==> src/rtl/lu_pkg.sv <==
// Shared definitions for the lu_arbiter slice: sizes, op encodings and FSM states.
package lu_pkg;

    localparam int unsigned NUM_REQ = 4;
    localparam int unsigned DATA_W  = 4;
    localparam int unsigned ID_W    = 2;
    localparam int unsigned OP_W    = 2;
    localparam int unsigned CNT_W   = 8;

    localparam logic [OP_W-1:0] OP_AND = 2'b00;
    localparam logic [OP_W-1:0] OP_OR  = 2'b01;
    localparam logic [OP_W-1:0] OP_XOR = 2'b10;
    localparam logic [OP_W-1:0] OP_NOT = 2'b11;

    typedef enum logic [0:0] {
        StIdle = 1'b0,
        StHold = 1'b1
    } state_e;

endpackage

==> src/rtl/lu_core.sv <==
// Shared combinational 4-bit logic unit: AND / OR / XOR / NOT x.
module lu_core
    import lu_pkg::*;
(
    input  logic [DATA_W-1:0] x,
    input  logic [DATA_W-1:0] y,
    input  logic [OP_W-1:0]   op,
    output logic [DATA_W-1:0] f
);

    always_comb begin
        f = '0;
        unique case (op)
            OP_AND:  f = x & y;
            OP_OR:   f = x | y;
            OP_XOR:  f = x ^ y;
            OP_NOT:  f = ~x;
            default: f = '0;
        endcase
    end

endmodule

==> src/rtl/lu_arbiter.sv <==
// Round-robin arbiter sharing one lu_core among four requesters.
// Optional saturating per-requester grant counters when LU_ARBITER_STATS_EN is defined.
module lu_arbiter
    import lu_pkg::*;
(
    input  logic                      clk,
    input  logic                      rst,
    input  logic [NUM_REQ-1:0]        req_valid,
    input  logic [NUM_REQ*DATA_W-1:0] req_x,
    input  logic [NUM_REQ*DATA_W-1:0] req_y,
    input  logic [NUM_REQ*OP_W-1:0]   req_op,
    output logic [NUM_REQ-1:0]        req_ready,
    output logic                      resp_valid,
    output logic [ID_W-1:0]           resp_id,
    output logic [DATA_W-1:0]         resp_f,
`ifdef LU_ARBITER_STATS_EN
    output logic [NUM_REQ*CNT_W-1:0]  grant_cnt,
`endif
    input  logic                      resp_ready
);

    state_e            state_q, state_d;
    logic [ID_W-1:0]   ptr_q;
    logic [ID_W-1:0]   id_q;
    logic [DATA_W-1:0] f_q;

    logic              grant_any;
    logic              grant;
    logic [ID_W-1:0]   grant_id;
    logic [ID_W-1:0]   cand;
    logic [DATA_W-1:0] core_x, core_y, core_f;
    logic [OP_W-1:0]   core_op;

    // Search starts one past the last grant and wraps; offset NUM_REQ lands back on ptr_q.
    always_comb begin
        grant_any = 1'b0;
        grant_id  = ptr_q;
        cand      = '0;
        for (int i = 1; i <= NUM_REQ; i++) begin
            cand = ptr_q + ID_W'(i);
            if (!grant_any && req_valid[cand]) begin
                grant_any = 1'b1;
                grant_id  = cand;
            end
        end
    end

    assign grant = (state_q == StIdle) && !rst && grant_any;

    assign core_x  = req_x[grant_id*DATA_W +: DATA_W];
    assign core_y  = req_y[grant_id*DATA_W +: DATA_W];
    assign core_op = req_op[grant_id*OP_W +: OP_W];

    lu_core u_core (
        .x  (core_x),
        .y  (core_y),
        .op (core_op),
        .f  (core_f)
    );

    always_ff @(posedge clk) begin
        if (rst) begin
            state_q <= StIdle;
        end else begin
            state_q <= state_d;
        end
    end

    always_comb begin
        state_d = state_q;
        unique case (state_q)
            StIdle:  if (grant) state_d = StHold;
            StHold:  if (resp_ready) state_d = StIdle;
            default: state_d = StIdle;
        endcase
    end

    always_comb begin
        req_ready = '0;
        if (grant) req_ready[grant_id] = 1'b1;
        resp_valid = (state_q == StHold);
        resp_f     = resp_valid ? f_q  : '0;
        resp_id    = resp_valid ? id_q : '0;
    end

    // Pointer resets to the last index so requester 0 wins the first arbitration.
    always_ff @(posedge clk) begin
        if (rst) begin
            ptr_q <= ID_W'(NUM_REQ - 1);
            id_q  <= '0;
            f_q   <= '0;
        end else if (grant) begin
            ptr_q <= grant_id;
            id_q  <= grant_id;
            f_q   <= core_f;
        end
    end

`ifdef LU_ARBITER_STATS_EN
    logic [NUM_REQ-1:0][CNT_W-1:0] cnt_q;

    always_ff @(posedge clk) begin
        if (rst) begin
            cnt_q <= '0;
        end else if (grant && (cnt_q[grant_id] != '1)) begin
            cnt_q[grant_id] <= cnt_q[grant_id] + 1'b1;
        end
    end

    assign grant_cnt = cnt_q;
`endif

endmodule
==> config.mk <==
export PLATFORM = sky130hd
export DESIGN_NAME = lu_arbiter
export DESIGN_NICKNAME = d
export VERILOG_FILES = /design/src/rtl/lu_pkg.sv /design/src/rtl/lu_core.sv /design/src/rtl/lu_arbiter.sv
export SDC_FILE = /design/constraint.sdc
export NUM_CORES = 1
export LEC_CHECK = 0
export ABC_AREA = 1
export CAP_MARGIN = 20
export CORE_ASPECT_RATIO = 0.75
export CORE_UTILIZATION = 30
export DETAILED_ROUTE_END_ITERATION = 6
export SLEW_MARGIN = 20
export SYNTH_ARGS = -nofsm -noshare
export SYNTH_HDL_FRONTEND = slang
export SYNTH_SLANG_ARGS = --single-unit
==> constraint.sdc <==
create_clock -name clk -period 3.31 [get_ports clk]
set_clock_uncertainty 0.2 [all_clocks]
set_input_delay 0.662 -clock clk [delete_from_list [all_inputs] [get_ports clk]]
set_output_delay 0.662 -clock clk [all_outputs]
set_load 0.03 [all_outputs]
==> metrics.txt, run 1 <==
total CTS buffers 3; gr usage total 0.1471; CTS tree yes; Diodes inserted 0; antenna violations before repair 0; synthesized instance count between 200 and 300; Crit. End Element primary output; status finished with violations; setup TNS 0 ps; worst hold start id_q[1]$_SDFFE_PP0P_; transition time of the tightest slew-check pin 440.2 ps; IR drop worst, VDD about 0.00032 V; Ys Warns 0; antenna viol nets, final 0; post-route core utilization 0.4735; TritonRoute pass-1 iters 7; Crit path largest cell delay around 520 ps; sinks on the clock net 9; overall via count from detail_route approximately 1,700; FMAX 318.9 MHz; Initial DRC Count slightly above 70; CTS Hold Bufs 0; Crit-path slowest cell clkdlybuf4s50_1; WP data arrival ~2300 ps; multi-input logic area approximately 1100 um2; Reg area 180.2 um2; leading area contributor after synthesis nand2_1; share of the synthesized area in the top cell type 0.1738; worst slack, placed slightly below 20 ps; failing checks design-rule violations; Synth Net Count 311; unrepaired setup endpoints after global routing no; pwr/cell area around 1000 nW/um2; fraction of layout cells with a size suffix above 1 0.2038; core area about 4700 um2; min cycle time layout approximately 3100 ps; DP HPWL roughly 3400 um; CP cell instances clkdlybuf4s50_1, nand2_1, nand2_2, nand2_2, nand2_4, nand2_4, nand3_2, nand2_4, nor2_4, inv_2, nor2_1, buf_4; Final Max Slew Viols 0; startpoint types input pin; Site Rows 21; Synth Cell Area 1511 um2; max cap viols 0; leakage around 1.1 nW; Die ar. roughly 5300 um2; final setup violation count 0; final-report hold violation count 0; largest net degree at the start of global routing 12; DR vias/cell 4.551; postcts setup bufs 0; crit path kind in -> out; DRT Wirelength about 3900 um; first-pass GRT wire length around 6500 um; top area cells in the synthesized netlist nand2_1, dfxtp_1, inv_1, nand3_1, nand2_2; Yosys reg bits 9; Area Overhead vs Synth 45.70%; sequential fraction of the synthesis area 0.1192; detailed-route DRC error count 10; Fillers slightly below 500; input/output buffers 57; synthesized area per cell roughly 5.9 um2; Hold Crit Class reg -> reg; WL/cell around 10 um; gr ovfl total 0; Die X between 80 and 90 um; library cells used by synthesis 28; die height about 63 um; H-tree depth 1; Initial Util 0.3250; hold depth 2; Reg-to-Reg Start ptr_q[0]$_SDFFE_PP1P_; Clk pin slew, worst setup/hold paths approximately 50 ps; vias in the first global route around 1,400; nets@finish roughly 380; # IOs 58; Data required, critical path about 2500 ps; Max clock buf depth 2; Root Driver clkbuf_8; GPL Wtd Cong just under 0.9; Max-slew headroom 0.7038; CP dominant cell by count nand2_4; critical path peak fanout 6; crit share post-route 0.9475; Clock Latency Late Sink ~230 ps; worst r2r path cells 17; worst setup margin ~170 ps; Crit. Startpoint req_valid[1]
-- through the flow --
step	std cells	total power [mW]	hold WS (ps)	instance area, um2
floorplan	256	1.721	241.3	1511
finish	376	2.247	259.2	2202
global route	376	2.506	285.7	2202
global placement	372	2.101	247.6	2151
detailed placement	372	2.111	254.6	2151
CTS	376	2.249	261.3	2197
-- timing repair --
item,4_1_cts,5_1_grt
endpoints found under the hold margin,0,0
setup endpoints to repair,0,1
resized for setup,0,1
-- area by class of cell --
cell class	instances	share of cell area
tap	57	0.03239
clock inverter	1	0.002273
multi-input combinational	194	0.4977
clock buffer	3	0.01875
inverter	44	0.07500
timing repair buffer	68	0.2920
sequential	9	0.08182
-- where the power goes --
part / leakage (nW) / switching [mW] / internal (mW)
registers: 0.0743 / 0.0396 / 0.148
logic: 1.05 / 1.20 / 0.734
clock network: 0.0255 / 0.0471 / 0.0823
total: 1.15 / 1.28 / 0.964
-- cells by family after synthesis --
logic type,synth area share
compound gates,0.1126
buf+inv,0.1589
simple gates,0.5430
fa+ha+maj,0.06623
flops,0.1192
-- Yosys cell counts (all sizes together) --
cell / instances
a221oi: 1
nand4: 7
o22ai: 4
buf: 6
nand2: 97
inv: 44
o211ai: 1
o21a: 3
nor2: 21
o31ai: 1
dfxtp: 9
nand3: 32
clkbuf: 3
nor3: 1
nor4: 1
a21oi: 6
o21ai: 11
ha: 8
-- worst max-delay path, delay by kind of cell --
kind | cells | cell delay [ps]
and+or+nand+nor | 9 | 830
buffers and inverters | 3 | 770
-- routing by layer --
metal  GRT usage  vias up  part of all wire
met4     0.01293        0            0.0030
met2      0.2121       33              0.40
met1      0.2334      745              0.55
met5           0        -                 0
met3     0.02097        2             0.042
li1            -      931                 -
-- path summary, 6_finish.rpt --
| path | endpoint | slack [ps] |
|---|---|---|
| max reg2reg | f_q[1]$_SDFFE_PP0P_ | 590 |
| min | id_q[1]$_SDFFE_PP0P_ | 260 |
| max | req_ready[0] | 170 |
| min reg2reg | id_q[1]$_SDFFE_PP0P_ | 260 |
-- cells in the final DEF, fill, tap and decap left out, drive strengths merged --
| master | n |
|---|---|
| buf | 15 |
| nand3 | 32 |
| ha | 8 |
| a21oi | 6 |
| inv | 44 |
| nor3 | 1 |
| o211ai | 1 |
| clkinv | 1 |
| a221oi | 1 |
| dfxtp | 9 |
| nand2 | 97 |
| o21a | 3 |
| o21ai | 11 |
| o22ai | 4 |
| nor4 | 1 |
| o31ai | 1 |
| clkdlybuf4s50 | 53 |
| nor2 | 21 |
| clkbuf | 3 |
| nand4 | 7 |
-- registers in the layout, indices dropped and copies added, names as in the netlist --
signal,count
f_q,4
id_q,2
ptr_q,2
resp_valid,1
Note: power is estimated with default switching activity, not from simulation.
==> run 2, diff against run 1 <==
- CAP_MARGIN: 20 -> default
==> results of run 2 <==
Same layout as run 1: the final DEF is identical, and so are final timing and power.
